[config.mk]
export PLATFORM = sky130hd
export DESIGN_NAME = stg_mo_pipe
export DESIGN_NICKNAME = d
export VERILOG_FILES = /design/src/rtl/stg_mo_pipe.sv
export SDC_FILE = /design/constraint.sdc
export NUM_CORES = 1
export LEC_CHECK = 0
export ABC_AREA = 1
export CORE_UTILIZATION = 30
export CTS_BUF_LIST = sky130_fd_sc_hd__clkbuf_8
export DETAILED_ROUTE_END_ITERATION = 8
export PLACE_DENSITY_LB_ADDON = 0.15
export SLEW_MARGIN = 20
export SYNTH_ARGS = -nofsm -noshare
export SYNTH_HDL_FRONTEND = slang
export SYNTH_SLANG_ARGS = --single-unit
[constraint.sdc]
create_clock -name iw_clk -period 3.7 [get_ports iw_clk]
set_clock_uncertainty 0.15 [all_clocks]
set_input_delay 0.74 -clock iw_clk [delete_from_list [all_inputs] [get_ports iw_clk]]
set_output_delay 0.74 -clock iw_clk [all_outputs]
set_load 0.02 [all_outputs]
[src/rtl/stg_mo_pipe.sv]
// Memory-operation pipeline stage between execute and writeback.
// Issues load/store requests over a req/ack handshake with timeout; other ops pass through in one cycle.
module stg_mo_pipe #(
   parameter int unsigned      W_ADDR   = 24,
   parameter int unsigned      W_DATA   = 24,
   parameter int unsigned      W_OPC    = 8,
   parameter int unsigned      W_TGT_GP = 4,
   parameter int unsigned      W_TGT_SR = 2,
   parameter logic [W_OPC-1:0] OPC_LD   = W_OPC'(8'h10),
   parameter logic [W_OPC-1:0] OPC_ST   = W_OPC'(8'h11),
   parameter int unsigned      TIMEOUT  = 15
) (
   input  logic                iw_clk,
   input  logic                iw_rst,
   input  logic                iw_valid,
   output logic                ow_ready,
   input  logic                iw_flush,
   input  logic [W_ADDR-1:0]   iw_pc,
   input  logic [W_DATA-1:0]   iw_instr,
   input  logic [W_OPC-1:0]    iw_opc,
   input  logic [W_DATA-1:0]   iw_result,
   input  logic [W_DATA-1:0]   iw_src_data,
   input  logic [W_TGT_GP-1:0] iw_tgt_gp,
   input  logic                iw_tgt_gp_we,
   input  logic [W_TGT_SR-1:0] iw_tgt_sr,
   input  logic                iw_tgt_sr_we,
   output logic                ow_valid,
   input  logic                iw_ready,
   output logic [W_ADDR-1:0]   ow_pc,
   output logic [W_DATA-1:0]   ow_instr,
   output logic [W_OPC-1:0]    ow_opc,
   output logic [W_DATA-1:0]   ow_result,
   output logic [W_TGT_GP-1:0] ow_tgt_gp,
   output logic                ow_tgt_gp_we,
   output logic [W_TGT_SR-1:0] ow_tgt_sr,
   output logic                ow_tgt_sr_we,
   output logic                ow_mem_req,
   output logic                ow_mem_we,
   output logic [W_ADDR-1:0]   ow_mem_addr,
   output logic [W_DATA-1:0]   ow_mem_wdata,
   input  logic                iw_mem_ack,
   input  logic [W_DATA-1:0]   iw_mem_rdata,
   output logic                ow_mem_err
);

   localparam int unsigned W_CNT = 8;

   typedef enum logic [1:0] {
      ST_IDLE = 2'd0,
      ST_MEM  = 2'd1,
      ST_HOLD = 2'd2
   } state_t;

   state_t              state_q, state_d;
   logic [W_CNT-1:0]    cnt_q, cnt_d;
   logic [W_ADDR-1:0]   pc_q, pc_d;
   logic [W_DATA-1:0]   instr_q, instr_d;
   logic [W_OPC-1:0]    opc_q, opc_d;
   logic [W_DATA-1:0]   result_q, result_d;
   logic [W_ADDR-1:0]   addr_q, addr_d;
   logic [W_DATA-1:0]   wdata_q, wdata_d;
   logic [W_TGT_GP-1:0] gp_q, gp_d;
   logic                gp_we_q, gp_we_d;
   logic [W_TGT_SR-1:0] sr_q, sr_d;
   logic                sr_we_q, sr_we_d;
   logic                valid_q, valid_d;
   logic                req_q, req_d;
   logic                we_q, we_d;
   logic                err_q, err_d;
   logic                gp_we_o_q, gp_we_o_d;
   logic                sr_we_o_q, sr_we_o_d;

   logic ready_c, accept_c, is_mem_c;

   assign ready_c  = (state_q == ST_IDLE) | ((state_q == ST_HOLD) & iw_ready);
   assign accept_c = iw_valid & ready_c & ~iw_flush;
   assign is_mem_c = (iw_opc == OPC_LD) | (iw_opc == OPC_ST);

   // Next-state and field update; flush overrides everything including a same-cycle ack.
   always_comb begin
      state_d  = state_q;
      cnt_d    = cnt_q;
      pc_d     = pc_q;
      instr_d  = instr_q;
      opc_d    = opc_q;
      result_d = result_q;
      addr_d   = addr_q;
      wdata_d  = wdata_q;
      gp_d     = gp_q;
      gp_we_d  = gp_we_q;
      sr_d     = sr_q;
      sr_we_d  = sr_we_q;
      err_d    = 1'b0;

      if (iw_flush) begin
         state_d = ST_IDLE;
      end else begin
         case (state_q)
            ST_IDLE: state_d = ST_IDLE;
            ST_MEM: begin
               if (iw_mem_ack) begin
                  if (opc_q == OPC_LD) begin
                     result_d = iw_mem_rdata;
                  end
                  state_d = ST_HOLD;
               end else begin
                  cnt_d = cnt_q + W_CNT'(1);
                  // Abandon the request: entry retires without register writes.
                  if (cnt_d == W_CNT'(TIMEOUT)) begin
                     state_d = ST_HOLD;
                     err_d   = 1'b1;
                     gp_we_d = 1'b0;
                     sr_we_d = 1'b0;
                  end
               end
            end
            ST_HOLD: begin
               if (iw_ready) begin
                  state_d = ST_IDLE;
               end
            end
            default: state_d = ST_IDLE;
         endcase

         if (accept_c) begin
            pc_d     = iw_pc;
            instr_d  = iw_instr;
            opc_d    = iw_opc;
            result_d = iw_result;
            addr_d   = W_ADDR'(iw_result);
            wdata_d  = iw_src_data;
            gp_d     = iw_tgt_gp;
            gp_we_d  = iw_tgt_gp_we;
            sr_d     = iw_tgt_sr;
            sr_we_d  = iw_tgt_sr_we;
            cnt_d    = '0;
            state_d  = is_mem_c ? ST_MEM : ST_HOLD;
         end
      end

      // Registered status outputs follow the next state.
      valid_d   = (state_d == ST_HOLD);
      req_d     = (state_d == ST_MEM);
      we_d      = req_d & (opc_d == OPC_ST);
      gp_we_o_d = valid_d & gp_we_d;
      sr_we_o_d = valid_d & sr_we_d;
   end

   always_ff @(posedge iw_clk) begin
      if (iw_rst) begin
         state_q   <= ST_IDLE;
         cnt_q     <= '0;
         pc_q      <= '0;
         instr_q   <= '0;
         opc_q     <= '0;
         result_q  <= '0;
         addr_q    <= '0;
         wdata_q   <= '0;
         gp_q      <= '0;
         gp_we_q   <= 1'b0;
         sr_q      <= '0;
         sr_we_q   <= 1'b0;
         valid_q   <= 1'b0;
         req_q     <= 1'b0;
         we_q      <= 1'b0;
         err_q     <= 1'b0;
         gp_we_o_q <= 1'b0;
         sr_we_o_q <= 1'b0;
      end else begin
         state_q   <= state_d;
         cnt_q     <= cnt_d;
         pc_q      <= pc_d;
         instr_q   <= instr_d;
         opc_q     <= opc_d;
         result_q  <= result_d;
         addr_q    <= addr_d;
         wdata_q   <= wdata_d;
         gp_q      <= gp_d;
         gp_we_q   <= gp_we_d;
         sr_q      <= sr_d;
         sr_we_q   <= sr_we_d;
         valid_q   <= valid_d;
         req_q     <= req_d;
         we_q      <= we_d;
         err_q     <= err_d;
         gp_we_o_q <= gp_we_o_d;
         sr_we_o_q <= sr_we_o_d;
      end
   end

   assign ow_ready     = ready_c;
   assign ow_valid     = valid_q;
   assign ow_pc        = pc_q;
   assign ow_instr     = instr_q;
   assign ow_opc       = opc_q;
   assign ow_result    = result_q;
   assign ow_tgt_gp    = gp_q;
   assign ow_tgt_gp_we = gp_we_o_q;
   assign ow_tgt_sr    = sr_q;
   assign ow_tgt_sr_we = sr_we_o_q;
   assign ow_mem_req   = req_q;
   assign ow_mem_we    = we_q;
   assign ow_mem_addr  = addr_q;
   assign ow_mem_wdata = wdata_q;
   assign ow_mem_err   = err_q;

endmodule

# ---- Yosys cells after proc, flatten, opt, wreduce, memory -nomap -nowiden
# Cells that the tools add are included.
# Widths: inputs -> output; s select.
dict set report classes {
  n_reduce_logical 8
  n_bitwise 10
  add_sub_neg 1
  eq_ne 10
  n_mux 27
}
# operator n
set op_table {}
lappend op_table {{$mux 24} 4}
lappend op_table {{$mux 8} 5}
lappend op_table {{$eq 8x5->1 const B} 4}
lappend op_table {{$mux 2} 6}
lappend op_table {{$mux 1} 11}
lappend op_table {{$add 8x1->8 const B} 1}
lappend op_table {{$eq 8x4->1 const B} 1}
lappend op_table {{$and 1x1->1} 6}
lappend op_table {{$reduce_bool 2->1} 3}
lappend op_table {{$eq 2x1->1 const B} 2}
lappend op_table {{$eq 2x2->1 const B} 2}
lappend op_table {{$pmux 2 s2} 1}
lappend op_table {{$reduce_and 4->1} 1}
lappend op_table {{$reduce_or 4->1} 1}
lappend op_table {{$reduce_and 3->1} 1}
lappend op_table {{$logic_not 2->1} 1}
lappend op_table {{$ne 2x1->1 const B} 1}
lappend op_table {{$not 1->1} 2}
lappend op_table {{$or 1x1->1} 2}
lappend op_table {{$reduce_and 2->1} 1}
dict set report word_totals {
  inputBits 142
  regBits 152
  wordCells 74
  output_inout_bits 141
}

# ---- Longest topological paths before layout
dict set report depth {
  depth_word 9
  depth_mapped 15
  depth_no_buf 15
}

# ---- Worst setup path after synthesis
# Ideal clock, no wire load.
dict set report synth_path {
  path_type {input to register}
  start {input port iw_ready}
  end {register we_q, in the netlist ow_mem_we}
  slack_ps 1688
  t_arrival_ps 1789
  required_ps 3477
  stages 8
  path_buffers 1
  setup_ps 73
  cell_sequence {a21o_2 > nand3_2 > buf_4 > o21ai_0 > nand2_1 > nor3_1 > nand2_1 > nor3_2}
}
dict set report synth_via {
  elab_chain_cells 8
  word_cells_on_any_way 13
  classes_between {eq/ne: 2; mux: 6; bitwise: 5}
}
# item line_no
set synth_lines {}
lappend synth_lines {{from (decl)} 28} ;# input logic iw_ready,
lappend synth_lines {{$and 1x1->1} 75} ;# assign ready_c = (state_q == ST_IDLE) | ((state_q == ST_HOLD) & iw_ready);
lappend synth_lines {{$or 1x1->1} 75}
lappend synth_lines {{$and 1x1->1 (2 in a row)} 76} ;# assign accept_c = iw_valid & ready_c & ~iw_flush;
lappend synth_lines {{$mux 8 or $mux 2 (tied branches)} 125} ;# if (accept_c) begin
lappend synth_lines {{$mux 8 or $mux 2 (tied branches)} 95} ;# if (iw_flush) begin
lappend synth_lines {{$eq 8x5->1 or $eq 2x1->1 (tied branches)} {144, 143}}
lappend synth_lines {{$and 1x1->1 (*)} 144} ;# we_d = req_d & (opc_d == OPC_ST);
lappend synth_lines {{to (signal assigned)} 184} ;# we_q <= we_d;
lappend synth_lines {{to (decl)} 68} ;# logic we_q, we_d;
# Mark *: on every way between the ends. The rest lies on a longest branch, timed or not.
# A chain may end at the register's enable or synchronous reset.

# ---- Worst setup path in the final report
dict set report layout_path {
  start {input port iw_ready}
  end {output port ow_ready}
}
dict set report layout_via {
  elab_chain_cells 2
}
# item line_no
set layout_lines {}
lappend layout_lines {{$and 1x1->1} 75}
lappend layout_lines {{$or 1x1->1} 75}
lappend layout_lines {{to (decl)} 16} ;# output logic ow_ready,
# No other way between the ends.

==> summary.txt <==
total power consumption of the routed design = 3.570 mW
router iterations before antenna repair = 7
CTS clock-pin slew for the worst setup and hold paths = 0.08 ns
relative slew slack = 54.86%
highest clock frequency the design can meet = 0.3463 GHz
number of top-level design ports = 283
number of nets with antenna violations after detailed routing = 0
RSZ-0062 raised after global routing = false
area share of the largest cell type after synthesis = 52.86%
cell taking the most area after synthesis = dfxtp_1
portion of the post-synthesis area used by sequential elements = 52.86%
Cells after Synth = 753
clock insertion delay at the later pin of the skew report = 0.45 ns
DP HPWL = 12.63 mm
number of synthesized flops with an enable pin = 0
Min-Delay Path Class = flop to flop
reg-to-reg critical path startpoint = state_q[0]
via density per instance = 4.475
number of levels the H-tree was split into = 4
worst-path maximum fanout = 3
layout net count = 1,164
Critical Path Source Type = primary input
number of post-CTS setup repair buffers = 0
# placed instances = 1,232
leakage = 3.309 nW
clock sinks = 152
per-instance average area after synthesis = 7.645 um^2
most used standard cells in the synthesized netlist = nand2_1 (299), dfxtp_1 (152), a21oi_1 (111)
most frequent cell after synthesis = nand2_1
final routed DRC violation total = 0
via count of the first global-routing pass = 5,469
Critical Path End Type = output port
count of cells along the worst register-to-register path = 7
Worst Tran Pin Value = 0.6771 ns
worst hold start = ow_pc[17]
die area = 19,750 um^2
number of inserted diodes = 0
synthesized net count = 900
number of violations of the max-capacitance limit = 0
final count of negative-setup-slack endpoints = 0
CP Launch Point = iw_ready
Yosys warning total = 0
fin crit period = 2.888 ns
Hold Violations, Final = 0
Primary FF master, synth = dfxtp_1
effective utilization at floorplan = 30.67%
kind of critical path = primary input to output port
leading cell types by total area after synthesis = dfxtp_1 (53%), nand2_1 (19%), a21oi_1 (9.7%)
Required @ worst endpoint = 2.81 ns
routed wire length = 18.26 mm
final cell utilization of the core = 48.45%
proportion of layout cells with a drive suffix above 1 = 6.117%
power density over the cells = 392.6 nW/um^2
die extent in y = 140.5 um
internal reg-to-reg setup slack = 1.37 ns
share of synthesized flip-flops with an asynchronous set or reset = 0%
number of antenna violations at the first check in global routing = 0
Setup Total Neg Slack = 0 ns
Total GRT Usage = 18.76%
CTS buffer count = 17
final weighted congestion in routability-driven placement = 0.7845
final count of pins violating max slew = 0
final worst-path cycle share = 78.05%
Layout Area Growth over Synthesis = 57.94%
wire length of the first global-routing pass = 28.88 mm
number of standard cells in the final layout excluding fillers = 1,264
number of distinct library cells after synthesis = 32
number of filler instances in the final layout = 1,895
detailed-route wire length per cell = 14.44 um
number of violations reported at the end of detailed-routing iteration 0 = 259
hold buffer count at CTS = 0
clock root buffer = clkbuf_8
CTS tree = done
r2r endpoint = ow_instr[17]
horizontal extent of the die = 140.5 um
worst slack on hold paths = 0.3143 ns
Core Footprint = 18,770 um^2
run status = complete, no violations
IR Drop Worst-Case VDD = 0.1929 mV
timing endpoint of the critical path = ow_ready
Overflow after GRT = 0
Mapped Area = 5757 um^2
data arrival time at the worst-slack endpoint = 2.00 ns
post-CTS resize count = 0
pin count of the biggest net entering global routing = 86
count of input and output buffers = 282
post-synthesis register bit count = 152
buffer levels on the longest clock path = 2
Std-Cell Rows = 50
via count of the routed design = 5,657
==> worst min path at each step <==
stage / end / slack (ns) / cells past startpoint
final: ow_pc[17] / 0.31 / 2
after global routing: ow_pc[19] / 0.33 / 2
after CTS: ow_mem_addr[6] / 0.32 / 2
after detailed placement: ow_instr[12] / 0.30 / 2
after global placement: ow_instr[0] / 0.30 / 2
after floorplan: cnt_q[7] / 0.30 / 2
==> layout make-up <==
| cell class | instances | area, um^2 | share of cell area (%) |
|---|---|---|---|
| clock buffer | 17 | 234.0 | 2.573 |
| clock inverter | 15 | 128.9 | 1.417 |
| inverter | 34 | 128.9 | 1.417 |
| multi-input combinational | 524 | 2375 | 26.12 |
| sequential | 152 | 3043 | 33.47 |
| tap | 234 | 292.8 | 3.220 |
| timing repair buffer | 288 | 2890 | 31.79 |
==> critical path, cell delays in order <==
cell and delay, ns:
clkdlybuf4s50_1 0.48, a21o_2 0.17, clkdlybuf4s50_1 0.61
==> flip-flops by register name, indices dropped and copies added (netlist names) <==
| name | cells |
|---|---|
| state_q | 2 |
| ow_tgt_sr | 2 |
| ow_pc | 24 |
| ow_opc | 8 |
| sr_we_q | 1 |
| ow_instr | 24 |
| gp_we_q | 1 |
| ow_mem_we | 1 |
| ow_mem_err | 1 |
| ow_tgt_sr_we | 1 |
| cnt_q | 8 |
| ow_mem_addr | 24 |
| ow_tgt_gp_we | 1 |
| ow_tgt_gp | 4 |
| ow_mem_wdata | 24 |
| ow_valid | 1 |
| ow_mem_req | 1 |
| ow_result | 24 |
==> power breakdown <==
part	total (mW)	internal [mW]	leakage, nW	switching, mW
combinational	0.624	0.318	1.89	0.305
sequential	1.75	1.71	1.24	0.0395
clock	1.19	0.532	0.178	0.663
==> layer usage <==
metal	share of wire, %	wire length [um]	global-route usage, %	vias up
li1	-	-	-	2943
met1	43	7762	21.58	2524
met2	47	8624	30.58	162
met3	7.9	1435	8.137	28
met4	2.4	435	7.494	0
met5	0	0	0	-
==> stage by stage <==
step | instance area [um^2] | setup WS, ns
4_1_cts | 9092 | 0.8106
3_5_place_dp | 8730 | 0.8141
3_3_place_gp | 8730 | 0.8264
6_report | 9092 | 0.8120
2_1_floorplan | 5757 | 1.688
5_1_grt | 9092 | 0.7727
==> logic make-up after synthesis <==
family                     Yosys count  share of synthesized area [%]
and+or+nand+nor                    361                          25.41
xor gates and xnor gates             1                         0.1522
adders and majority gates            5                          1.087
AOI/OAI and AO/OA                  157                          14.47
DFF                                152                          52.86
buffers and inverters               77                          6.020
==> cell usage in the layout, fill, tap and decap left out, types with 3 or more instances in the layout <==
cell type        count
inv_2                3
nor4_1               3
nor3_1               3
clkdlybuf4s50_1    281
nand3_1              9
clkbuf_8            17
clkinvlp_4           5
nand2_2              6
clkinv_2             3
inv_1               32
o21ai_0             13
a21oi_1            111
a31oi_1             24
o21ai_1              3
ha_1                 5
dfxtp_1            152
nand2_1            299
inv_6                4
buf_4                5
nor2_2               6
nor2_1              24
(Power assumes the default switching activity.)
